`config.mk`:
```
export PLATFORM = sky130hd
export DESIGN_NAME = pixel_stream_rx
export DESIGN_NICKNAME = d
export VERILOG_FILES = /design/src/rtl/pixel_stream_rx.sv
export SDC_FILE = /design/constraint.sdc
export NUM_CORES = 1
export LEC_CHECK = 0
export ABC_AREA = 1
export CELL_PAD_IN_SITES_DETAIL_PLACEMENT = 1
export CELL_PAD_IN_SITES_GLOBAL_PLACEMENT = 1
export CORE_MARGIN = 2
export CORE_UTILIZATION = 29
export CTS_CLUSTER_DIAMETER = 120
export DETAILED_ROUTE_END_ITERATION = 16
export PLACE_DENSITY = 0.83
export SETUP_SLACK_MARGIN = 0.5
export SLEW_MARGIN = 20
export SYNTH_ARGS = -nofsm -noshare
export SYNTH_HDL_FRONTEND = slang
export SYNTH_SLANG_ARGS = --single-unit
```
`constraint.sdc`:
```
create_clock -name HCLK -period 1.58 [get_ports HCLK]
set_input_delay 0.158 -clock HCLK [delete_from_list [all_inputs] [get_ports HCLK]]
set_output_delay 0.158 -clock HCLK [all_outputs]
set_load 0.03 [all_outputs]
```
`src/rtl/pixel_stream_rx.sv`:
```
// pixel_stream_rx: VSYNC/HSYNC-framed pixel-pair receiver with line/frame checks.
// Define PIXEL_STREAM_RX_CHECKSUM_EN to build the per-frame byte-sum checksum.
module pixel_stream_rx #(
  parameter int WIDTH  = 768,
  parameter int HEIGHT = 512
) (
  input  logic        HCLK,
  input  logic        HRESETn,
  input  logic        VSYNC,
  input  logic        HSYNC,
  input  logic [7:0]  DATA_R0,
  input  logic [7:0]  DATA_G0,
  input  logic [7:0]  DATA_B0,
  input  logic [7:0]  DATA_R1,
  input  logic [7:0]  DATA_G1,
  input  logic [7:0]  DATA_B1,
  output logic        line_done,
  output logic        frame_done,
  output logic        len_err,
  output logic        frame_err,
  output logic [15:0] err_cnt,
  output logic [15:0] frame_cnt,
  output logic [9:0]  line_cnt,
  output logic [31:0] checksum,
  output logic        busy
);
  typedef enum logic [1:0] {ST_IDLE, ST_VSYNC, ST_GAP, ST_LINE} state_t;
  localparam logic [10:0] HALF = 11'(WIDTH / 2);
  localparam logic [9:0]  LAST = 10'(HEIGHT - 1);
  state_t      state_q, state_d;
  logic [10:0] beat_q, beat_d;
  logic [9:0]  line_cnt_q, line_cnt_d;
  logic [15:0] frame_cnt_q, frame_cnt_d, err_cnt_q, err_cnt_d;
  logic        line_done_q, line_done_d, frame_done_q, frame_done_d;
  logic        len_err_q, len_err_d, frame_err_q, frame_err_d, busy_q, busy_d;
  logic        beat_en, ck_clr;
  always_comb begin
    state_d      = state_q;
    beat_d       = beat_q;
    line_cnt_d   = line_cnt_q;
    frame_cnt_d  = frame_cnt_q;
    line_done_d  = 1'b0;
    frame_done_d = 1'b0;
    len_err_d    = 1'b0;
    frame_err_d  = 1'b0;
    beat_en      = 1'b0;
    ck_clr       = 1'b0;
    case (state_q)
      ST_IDLE: state_d = VSYNC ? ST_VSYNC : ST_IDLE;
      ST_VSYNC:
        if (!VSYNC) begin
          state_d    = ST_GAP;
          line_cnt_d = '0;
          beat_d     = '0;
          ck_clr     = 1'b1;
        end
      ST_GAP:
        if (VSYNC) begin
          frame_err_d = 1'b1;
          state_d     = ST_VSYNC;
        end else if (HSYNC) begin
          state_d = ST_LINE;
          beat_d  = 11'd1;
          beat_en = 1'b1;
        end
      ST_LINE:
        // VSYNC wins over a coincident line end: the line is aborted.
        if (VSYNC) begin
          frame_err_d = 1'b1;
          state_d     = ST_VSYNC;
        end else if (HSYNC) begin
          beat_d  = (beat_q == 11'h7FF) ? beat_q : beat_q + 11'd1;
          beat_en = 1'b1;
        end else begin
          line_done_d = 1'b1;
          len_err_d   = (beat_q != HALF);
          if (line_cnt_q == LAST) begin
            frame_done_d = 1'b1;
            frame_cnt_d  = frame_cnt_q + 16'd1;
            state_d      = ST_IDLE;
          end else begin
            line_cnt_d = line_cnt_q + 10'd1;
            beat_d     = '0;
            state_d    = ST_GAP;
          end
        end
      default: state_d = ST_IDLE;
    endcase
    err_cnt_d = ((len_err_d | frame_err_d) && err_cnt_q != 16'hFFFF) ? err_cnt_q + 16'd1 : err_cnt_q;
    busy_d    = (state_d != ST_IDLE);
  end
  always_ff @(posedge HCLK or negedge HRESETn)
    if (!HRESETn) begin
      state_q      <= ST_IDLE;
      beat_q       <= '0;
      line_cnt_q   <= '0;
      frame_cnt_q  <= '0;
      err_cnt_q    <= '0;
      line_done_q  <= 1'b0;
      frame_done_q <= 1'b0;
      len_err_q    <= 1'b0;
      frame_err_q  <= 1'b0;
      busy_q       <= 1'b0;
    end else begin
      state_q      <= state_d;
      beat_q       <= beat_d;
      line_cnt_q   <= line_cnt_d;
      frame_cnt_q  <= frame_cnt_d;
      err_cnt_q    <= err_cnt_d;
      line_done_q  <= line_done_d;
      frame_done_q <= frame_done_d;
      len_err_q    <= len_err_d;
      frame_err_q  <= frame_err_d;
      busy_q       <= busy_d;
    end
`ifdef PIXEL_STREAM_RX_CHECKSUM_EN
  logic [31:0] checksum_q, checksum_d, beat_sum;
  always_comb begin
    beat_sum   = 32'(DATA_R0) + 32'(DATA_G0) + 32'(DATA_B0) + 32'(DATA_R1) + 32'(DATA_G1) + 32'(DATA_B1);
    checksum_d = ck_clr ? '0 : beat_en ? checksum_q + beat_sum : checksum_q;
  end
  always_ff @(posedge HCLK or negedge HRESETn)
    if (!HRESETn) checksum_q <= '0;
    else checksum_q <= checksum_d;
  assign checksum = checksum_q;
`else
  logic unused_ck;
  assign unused_ck = ^{beat_en, ck_clr, DATA_R0, DATA_G0, DATA_B0, DATA_R1, DATA_G1, DATA_B1};
  assign checksum  = '0;
`endif
  assign line_done  = line_done_q;
  assign frame_done = frame_done_q;
  assign len_err    = len_err_q;
  assign frame_err  = frame_err_q;
  assign err_cnt    = err_cnt_q;
  assign frame_cnt  = frame_cnt_q;
  assign line_cnt   = line_cnt_q;
  assign busy       = busy_q;
endmodule

```
==> flow_summary.toml <==
[run_status]
outcome = "finished, violations left"
failed_checks = "negative setup slack"

[worst_setup_path]
worstPathRequired_ps = 1810
slowest_stage = "dfrtp_2"
crit_path_frequent_cell = "nor2_4"
critical_path.top_delay_family = "simple AND/OR/NAND/NOR gates"
crit_path_cell_trace = "ha_4, nand3_4, nor2_4, nand2_4, buf_6, buf_12, nor2_4, nand2_2, xnor2_2"
cpPeakStageDelay_ps = 400
cp-start-kind = "flip-flop"
critPathBufInv = 2
cp.arrival_ps = 2000
critPathCaptureType = "flip-flop"
worstPathMaxFanout = 4
path_class = "flip-flop to flip-flop"

[floorplan]
std_cell_rows = 42
coreArea_mm2 = 0.01314
start_util = 0.2944
io_pins = 131
dieArea_mm2 = 0.01428
die_w_um = 119.5
die_h_um = 119.5

[clock_network]
clock_sinks = 60
root_buffer = "clkbuf_16"
clk_latency_ps = 350
cts_buffer_depth = 2
htreeDepth = 3
cts_tree = "built"
clk_pin_slew_worst_paths_ps = 60
cts_buffers = 9

[timing]
setup_violations = 51
rsz0062_at_grt = "yes"
finClkSkew_ps = 14.96
layout_setup_ws_ps = -190.2
fin_crit_ps = 1770
hold_violations = 0
holdWs_ps = 323.8
max_freq_mhz = 564.9
fin_crit_sh = 1.120
drv_slew = 0

[synthesis]
synth-edff-count = 0
synth_top_area_cell = "dfrtp_1"
synthTopCellsByArea = "dfrtp_1 39%, nand2_1 18%, buf_4 6.4%"
ys_async_sr_fraction = 1.000
synth_ff_type = "dfrtp_1"
yosysWarnings = 0
yosysTopAreaCellShare = 0.3882
synth.distinct_cells = 33
yosysSeqAreaShare = 0.3882
synthCells = 537
avgSynthCellArea_um2 = 7.202
netlist_area_mm2 = 0.003867
ys_seq_elements = 60

[global_routing]
grt_pass1_wl_um = 25280
grt_antenna_before_repair = 0
gr-usage-all-layers = 0.2285
grt_pass1_vias = 4770
overflow = 0
grt_max_degree = 35

[routing]
vias = 4712
met2_length_um = 10840
drt_pass1_iterations = 5
drt_iter0_markers = 384
totalWireLength_um = 20210
top_layer = "met4"
drc = 0
dr_wl_met3_um = 1031
wl_met1_um = 7071
vias_per_cell = 5.336
wl_per_cell_um = 22.89
drtAntennaViolNets = 0

[power_and_ir_drop]
powerDensity_mw_per_mm2 = 806.1
seq_power_share = 0.340
total_power_mw = 5.152
p_int_mw = 3.430
p_sw_mw = 1.722
peakVddDrop_v = 0.0005239
p_comb_frac = 0.256
p_leak_nw = 3.014
swShare = 0.3342
pwr-share-clk = 0.404

[place]
port_buffers = 50
gp_congestion = 0.8312
dp_hpwl_um = 8730
dp_slack_ps = -106.6

[layout]
areaGrowthSynthToFinish_pct = 65.25
final_common_cell = "nand2_1"
drive_gt1_frac = 0.4371
antennaDiodeCount = 0
layout.cells.most_common_list = "155 x nand2_1, 76 x buf_6, 66 x buf_4"
nNetsFinal = 759

[job]
drv_cap = 0

[min_path]
worstHoldPathType = "input port to async pin"
-- area by class of cell --
type	instances	area (um2)
fillers	1557	6746
multi-input cells	422	2542
flip-flops and latches	60	1533
clock buffers	11	242.7
repair inverters	2	12.51
clock inverters	5	52.55
well taps	176	220.2
inverters	47	191.4
repair buffers	160	1597
-- cells in the mapped netlist, types with 2 or more instances --
master	count
nor2_1	55
nand2_2	2
inv_2	2
ha_1	5
nor3_1	4
xnor2_1	9
clkbuf_2	2
nor2_2	4
nand2_4	3
buf_4	33
buf_6	3
a21oi_1	5
o21ai_0	19
o21bai_1	2
nand2_1	190
nand3_1	47
nand3b_1	2
nor3_4	2
inv_1	45
xor2_1	12
buf_2	3
dfrtp_1	60
nand3_2	2
nand4_1	11
o21ai_1	5
nor2_4	3
-- metrics by stage --
stage                     cell area (um2)  utilization  instances  TNS (ps)
after floorplan                      4108            -        568    -97.35
after global placement               4960       0.3775        809     -1288
after detailed placement             4960       0.3775        809     -2536
after CTS                            5864       0.4464        855         0
after global routing                 6391       0.4865        883     -8438
final                                6391       0.4865        883     -6257
-- cells by family after synthesis --
family                     synth area share
other                             0.0009696
buffers and inverters                0.1249
DFF                                  0.3882
xor gates and xnor gates            0.04756
AOI/OAI and AO/OA                   0.04950
and+or+nand+nor                      0.3727
adders and majority gates           0.01618
-- path summary, 6_finish.rpt --
check	slack, ps	to	start	depth (start not counted)
setup / recovery	-190	frame_cnt[2]	line_cnt[1]	9
hold / removal	320	err_cnt[14]	HRESETn	2
setup reg to reg	-190	frame_cnt[2]	line_cnt[1]	9
hold reg to reg	560	beat_q[10]	beat_q[10]	2
max in group asynchronous	650	frame_cnt[9]	HRESETn	3
min in group HCLK	330	state_q[0]	HSYNC	3
-- per-layer routing --
metal  vias to the layer above  global-route usage
met1                      2366              0.2364
met4                         0              0.1272
met3                       107             0.03831
met2                       264              0.4321
met5                         -                   0
li1                       1975                   -
-- state kept, by name, summed over array words and instances (netlist names) --
name and flops:
beat_q 11, busy 1, err_cnt 16, frame_cnt 16, frame_done 1, frame_err 1, len_err 1, line_cnt 10
line_done 1, state_q 2
-- power by group through the flow --
| stage | registers [mW] | logic [mW] | clock network [mW] |
|---|---|---|---|
| after global placement | 1.74 | 0.902 | 0 |
| after detailed placement | 1.74 | 0.941 | 0 |
| final | 1.75 | 1.32 | 2.08 |
| after CTS | 1.72 | 1.10 | 2.02 |
| after global routing | 1.75 | 1.39 | 2.13 |
| after floorplan | 1.90 | 0.434 | 0 |
-- repair_timing --
item,4_1_cts,5_1_grt
setup buffers,24,27
endpoints found under the hold margin,15,0
resized for setup,414,82
gates cloned,5,1
pin swaps,61,25
hold buffers,1,0
setup endpoints to repair,104,100
-- worst reg2reg max path, delay by kind of cell (launching register included) --
| family | cells | cell delay [ps] |
|---|---|---|
| buffers and inverters | 2 | 250 |
| flip-flops | 1 | 400 |
| AND/OR/NAND/NOR | 5 | 690 |
| adder cells (fa/ha/maj) | 1 | 160 |
| XOR/XNOR | 1 | 160 |
Power figures use the tool's default switching activity.
